File: src/rtl/seq_pattern_detector.sv
// Serial pattern detector with KMP fallback, Mealy/registered match outputs and a saturating match counter.
// Optional synchronous counter clear is enabled by defining SEQ_PATTERN_DETECTOR_CLEAR_EN.
module seq_pattern_detector #(
    parameter int                 PAT_LEN = 4,
    parameter logic [PAT_LEN-1:0] PATTERN = 4'b1011,
    parameter bit                 OVERLAP = 1'b1,
    parameter int                 CNT_W   = 8
) (
    input  logic                       clock,
    input  logic                       reset,
    input  logic                       x_in,
    input  logic                       x_valid,
`ifdef SEQ_PATTERN_DETECTOR_CLEAR_EN
    input  logic                       count_clr,
`endif
    output logic                       y_out,
    output logic                       y_reg,
    output logic [CNT_W-1:0]           match_count,
    output logic [$clog2(PAT_LEN)-1:0] state_out
);

    localparam int SW    = $clog2(PAT_LEN);
    localparam int TBL_W = 2 * PAT_LEN * SW;

    localparam logic [SW-1:0]    LAST_STATE = SW'(PAT_LEN - 1);
    localparam logic [CNT_W-1:0] CNT_MAX    = '1;

    generate
        if (PAT_LEN < 2 || PAT_LEN > 16) begin : g_bad_pat_len
            $error("seq_pattern_detector: PAT_LEN must be in 2..16");
        end
        if (CNT_W < 1 || CNT_W > 32) begin : g_bad_cnt_w
            $error("seq_pattern_detector: CNT_W must be in 1..32");
        end
    endgenerate

    // Full transition table indexed by {state, bit}. Each entry is the longest
    // pattern prefix (shorter than the whole pattern) that ends the received
    // text "prefix(state) followed by bit", i.e. the KMP automaton.
    function automatic logic [TBL_W-1:0] build_next_tbl();
        logic [TBL_W-1:0]   tbl;
        logic [PAT_LEN-1:0] seq;
        logic               bit_b;
        logic               ok;
        int                 best;
        tbl = '0;
        for (int s = 0; s < PAT_LEN; s++) begin
            for (int b = 0; b < 2; b++) begin
                bit_b = (b == 1);
                seq   = '0;
                for (int j = 0; j <= s; j++) begin
                    seq[j] = (j < s) ? PATTERN[PAT_LEN-1-j] : bit_b;
                end
                best = 0;
                for (int k = 1; k <= s + 1 && k < PAT_LEN; k++) begin
                    ok = 1'b1;
                    for (int i = 0; i < k; i++) begin
                        if (seq[s+1-k+i] != PATTERN[PAT_LEN-1-i]) ok = 1'b0;
                    end
                    if (ok) best = k;
                end
                if (s == PAT_LEN - 1 && bit_b == PATTERN[0] && !OVERLAP) best = 0;
                tbl[(s*2+b)*SW +: SW] = SW'(best);
            end
        end
        return tbl;
    endfunction

    localparam logic [TBL_W-1:0] NEXT_TBL = build_next_tbl();

    logic [SW-1:0] state_q;
    logic [SW-1:0] state_d;
    logic [SW:0]   tbl_idx;

    // NOTE: every signal driven in always_comb gets a default first, so no path leaves it unassigned and no latch is inferred.
    always_comb begin
        state_d = state_q;
        tbl_idx = {state_q, x_in};
        if (x_valid) begin
            state_d = NEXT_TBL[int'(tbl_idx)*SW +: SW];
        end
    end

    // NOTE: sequential state uses non-blocking assignments so every register samples pre-edge values.
    always_ff @(posedge clock) begin
        if (reset) begin
            state_q <= '0;
        end else begin
            state_q <= state_d;
        end
    end

    assign y_out     = x_valid & ~reset & (state_q == LAST_STATE) & (x_in == PATTERN[0]);
    assign state_out = state_q;

    always_ff @(posedge clock) begin
        if (reset) begin
            y_reg <= 1'b0;
        end else begin
            y_reg <= y_out;
        end
    end

    // Clear takes priority over a coincident match; the count sticks at all-ones.
    always_ff @(posedge clock) begin
        if (reset) begin
            match_count <= '0;
`ifdef SEQ_PATTERN_DETECTOR_CLEAR_EN
        end else if (count_clr) begin
            match_count <= '0;
`endif
        end else if (y_out && match_count != CNT_MAX) begin
            match_count <= match_count + 1'b1;
        end
    end

endmodule
File: config.mk
export PLATFORM = sky130hd
export DESIGN_NAME = seq_pattern_detector
export DESIGN_NICKNAME = d
export VERILOG_FILES = /design/src/rtl/seq_pattern_detector.sv
export SDC_FILE = /design/constraint.sdc
export NUM_CORES = 1
export LEC_CHECK = 0
export CORE_AREA = 2 2 39 41
export CTS_CLUSTER_DIAMETER = 100
export DETAILED_ROUTE_END_ITERATION = 8
export DIE_AREA = 0 0 41 43
export HOLD_SLACK_MARGIN = 0.06
export PLACE_DENSITY = 0.8
export SKIP_CTS_REPAIR_TIMING = 1
export SLEW_MARGIN = 10
export SYNTH_ARGS = -nofsm -noshare
export SYNTH_HDL_FRONTEND = slang
export SYNTH_SLANG_ARGS = --single-unit
File: constraint.sdc
create_clock -name clock -period 2.55 [get_ports clock]
set_clock_uncertainty 0.2 [all_clocks]
set_input_delay 0.765 -clock clock [delete_from_list [all_inputs] [get_ports clock]]
set_output_delay 0.765 -clock clock [all_outputs]
set_load 0.02 [all_outputs]
### Yosys cells after proc, flatten, opt, wreduce, memory -nomap -nowiden

Index checks and enable logic that the tools add are counted.

| operators by class | value |
|---|---|
| equal/unequal tests | 2 |
| bitwise operators | 4 |
| reductions and logical operators | 1 |
| shift-type cells | 1 |
| add/sub/neg operators | 1 |

Operators by type and width:

| kind | number |
|---|---|
| $shiftx 16x5->2 const A | 1 |
| $add 8x1->8 const B | 1 |
| $ne 8x8->1 const B | 1 |
| $and 1x1->1 | 3 |
| $eq 2x2->1 const B | 1 |
| $logic_and 1x1->1 | 1 |
| $not 1->1 | 1 |

| word-level totals | value |
|---|---|
| output and inout port bits | 12 |
| input port bits | 4 |
| register bits after elaboration | 11 |
| logic and storage cells | 12 |

### Longest topological paths before layout

| logic depth | value |
|---|---|
| depth in word-level cells | 5 |
| mapped depth | 5 |
| gate-level depth less buffers | 5 |

### Worst setup path before layout

Ideal clock, no wire load.

| timing path | value |
|---|---|
| path kind | input to output |
| start | input x_in |
| end | output y_out |
| stages on the path | 3 |
| data required time | 1.585 ns |
| buffers on the path | 0 |
| path slack | 0.364 ns |
| data arrival time | 1.221 ns |
| cells stage by stage | nor2b_2 > nand4_2 > clkinv_1 |

| on the way | value |
|---|---|
| longest elaborated chain between the ends | 1 |

Ends and longest elaborated chain:

| element | RTL line | source |
|---|---|---|
| from (decl) | 11 | `input logic x_in,` |
| $and 1x1->1 | 93 | `assign y_out = x_valid & ~reset & (state_q == LAST_STATE) & (x_in == PATTERN[0]);` |
| to (decl) | 16 | `output logic y_out,` |

No other way between the ends.

### Worst setup path in the final report

| timing path | value |
|---|---|
| start | register match_count[3] |
| end | output match_count[3] |

RTL lines:

| element | RTL line | source |
|---|---|---|
| from (decl) | 18 | `output logic [CNT_W-1:0] match_count,` |
| from (signal assigned) | 113 | `match_count <= match_count + 1'b1;` |

No word-level cell between the ends.

==> summary.md <==
| Metric | Value |
|---|---|
| Switching Power | `66.72 uW` |
| WP data arrival | `roughly 1.4 ns` |
| RD Place Congestion | `0.8425` |
| N_diodes | `0` |
| Max-slew violations | `0` |
| Startpoint Class | `register` |
| Chip Width | `slightly above 40 um` |
| Largest register FFs | `8` |
| Slew @ Worst Pin | `0.2366 ns` |
| Core footprint | `about 0.0014 mm2` |
| DRT Pass-1 Iters | `4` |
| P_int | `approximately 250 uW` |
| Vias per cell | `approximately 5.4` |
| Crit-path max FO | `8` |
| Synthesis-stage register bit count | `11` |
| Die H | `43 um` |
| Peak Freq | `roughly 430 MHz` |
| Min cycle time layout | `2.316 ns` |
| Rel. slew slack | `a little over four fifths` |
| Starting Density | `38.79%` |
| Post-DP HPWL | `825.7 um` |
| WP buf/inv | `1` |
| Die footprint | `about 0.0018 mm2` |
| Total global-route track usage | `15.25%` |
| Uppermost layer routed | `met4` |
| Vias | `between 500 and 600` |
| EDFF count, synth | `0` |
| CTS buffer count | `3` |
| CTS max path bufs | `2` |
| Layout cells sized above 1 | `14.63%` |
| Root Buffer | `clkbuf_4` |
| Syn_nets | `66` |
| TritonCTS clock tree | `yes` |
| Final period util | `between 90% and 100%` |
| # setup viols final | `0` |
| Async SR Flop Fraction | `0%` |
| Post-Syn Area per Cell | `approximately 9 um2` |
| Cell Rows | `14` |
| Slowest stage delay, CP | `0.64 ns` |
| Netlist Area Pre-Place | `536.8 um2` |
| Number of port buffers | `15` |
| Reg power frac | `between 50% and 60%` |
| Num ports | `16` |
| Status | `complete, no violations` |
| Yosys cell types | `27` |
| Synth top cells by count | `11 x dfxtp_1, 7 x nand3_1, 4 x a21oi_1, 4 x and3_1, 4 x inv_1` |
| Residual DRC | `0` |
| Clk_lat worst skew | `0.26 ns` |
| Grt ovf | `0` |
| Final hold vios | `0` |
| DRT antenna net count | `0` |
| CTS sink cnt | `11` |
| DRT met1 WL | `528 um` |
| Initial antenna violation count | `0` |
| DRT Wirelength | `roughly 1.1 mm` |
| Top-count cell post-synth | `dfxtp_1` |
| Seq/Total Area, Yosys | `41.03%` |
| Ys Warns | `0` |
| Post-synth top area cell | `dfxtp_1` |
| Clock power frac | `between 30 and 40%` |
| Leakage | `~0.34 nW` |
| Worst EP required | `between 1.5 and 2 ns` |
| Area growth syn-to-layout | `44.29%` |
| Post-synth top area share | `41.03%` |
| Nets | `89` |
| CP Capture Type | `output port` |
| Placed cells | `94` |
| Largest net degree at the start of global routing | `12` |
| Hold Crit Class | `register to register` |
| Initial drt markers | `5` |
| Main synth FF type | `dfxtp_1` |
| Final non-filler cell total | `98` |
| Met3 WL | `64 um` |
| Setup WS pre-CTS | `-0.5837 ns` |
| H-tree depth reported by CTS | `1` |
| RSZ-0062 raised after global routing | `no` |
| TNS Setup | `0 ns` |
| Pwr Density | `between 400 and 500 mW/mm2` |
| WL/cell | `between 10 and 15 um` |
| Vias in the first global route | `between 400 and 500` |
| # Max-Cap Violations | `0` |
| Syn Inst Count | `60` |
| Worst Setup Path Type | `register to output port` |
| Final worst slack | `0.2339 ns` |
| Global-route wire length before repair | `1.752 mm` |
| Placed inst area | `between 700 and 800 um2` |
| Critical Path, Cell by Cell | `clkdlybuf4s50_1` |
| Met2 Routed Length | `approximately 500 um` |
| Sw Ratio | `21.32%` |
| Top post-synthesis cells by area | `dfxtp_1 41%, nand3_1 6.5%, and3_1 4.7%` |
| Clock Pin Slew Worst Setup and Hold Paths | `approximately 0.060 ns` |
| VDD IR max | `a little over 0.0003 V` |
| Slowest CP cell | `clkdlybuf4s50_1` |
| Fin area | `774.5 um2` |
| Crit path max-delay family | `buffers and inverters` |
| Combinational share of power | `roughly 7.4%` |
==> cells in the final DEF, fill, tap and decap left out <==
master | synthesis | routed
a211oi_1 | 1 | 1
a21oi_1 | 4 | 4
a311oi_1 | 1 | 1
a41oi_1 | 1 | 1
and3_1 | 4 | 4
buf_4 | 0 | 6
clkbuf_1 | 1 | 1
clkbuf_4 | 0 | 3
clkdlybuf4s50_1 | 0 | 11
dfxtp_1 | 11 | 11
dlymetal6s2s_1 | 0 | 3
ha_1 | 2 | 2
inv_1 | 4 | 4
inv_2 | 0 | 1
mux2_1 | 1 | 1
mux2i_1 | 2 | 2
nand2_1 | 1 | 1
nand2b_1 | 1 | 1
nand3_1 | 7 | 7
nand4_4 | 0 | 1
nor2_1 | 2 | 2
nor2b_1 | 1 | 1
nor2b_4 | 0 | 1
nor3_1 | 2 | 2
nor4_1 | 2 | 2
nor4b_1 | 1 | 1
o21a_1 | 2 | 2
o21ai_0 | 2 | 2
o31ai_1 | 1 | 1
or3_1 | 2 | 2
==> through the flow <==
step / total power, mW / util, % / hold slack (ns)
2_1_floorplan: 0.1870 / - / 0.3556
3_3_place_gp: 0.2004 / 52.71 / 0.2917
3_5_place_dp: 0.2011 / 52.71 / 0.3093
4_1_cts: 0.3197 / 54.61 / 0.3155
5_1_grt: 0.3295 / 55.97 / 0.3507
6_report: 0.3129 / 55.97 / 0.3112
==> cell type report <==
class,instances,area [um2]
multi-input cells,42,296.5
well taps,16,20.02
fillers,128,609.3
inverters,5,18.77
flip-flops and latches,11,220.2
repair buffers,20,192.7
clock buffers,4,26.28
==> logic make-up (layout without fill, tap and decap cells) <==
group           count (synthesis)  count (layout)  share of synthesized area, %
simple gates                   25              25                         27.74
compound gates                 12              12                         14.45
flops                          11              11                         41.03
buf+inv                         7              29                         6.291
mux                             3               3                         5.828
fa+ha+maj                       2               2                         4.661
==> worst paths after layout <==
check | start | endpoint | slack [ns] | cells after the start
worst min-delay path | match_count[2] | match_count[2] | 0.31 | 1
worst max-delay path | match_count[3] | match_count[3] | 0.23 | 1
worst max register to register | match_count[0] | match_count[0] | 0.82 | 5
worst min register to register | match_count[2] | match_count[2] | 0.31 | 1
==> metal layers <==
layer	vias to the layer above	GRT usage, %
li1	266	-
met1	239	18.03
met2	16	21.56
met3	4	3.141
met4	0	14.00
met5	-	0
==> power groups by stage <==
stage	clock (mW)	sequential, mW	combinational, mW
2_1_floorplan	0	0.180	0.00671
3_3_place_gp	0	0.179	0.0217
3_5_place_dp	0	0.179	0.0223
4_1_cts	0.123	0.175	0.0224
5_1_grt	0.129	0.175	0.0250
6_report	0.115	0.175	0.0231
No activity file was read; power rests on OpenSTA's default activity.
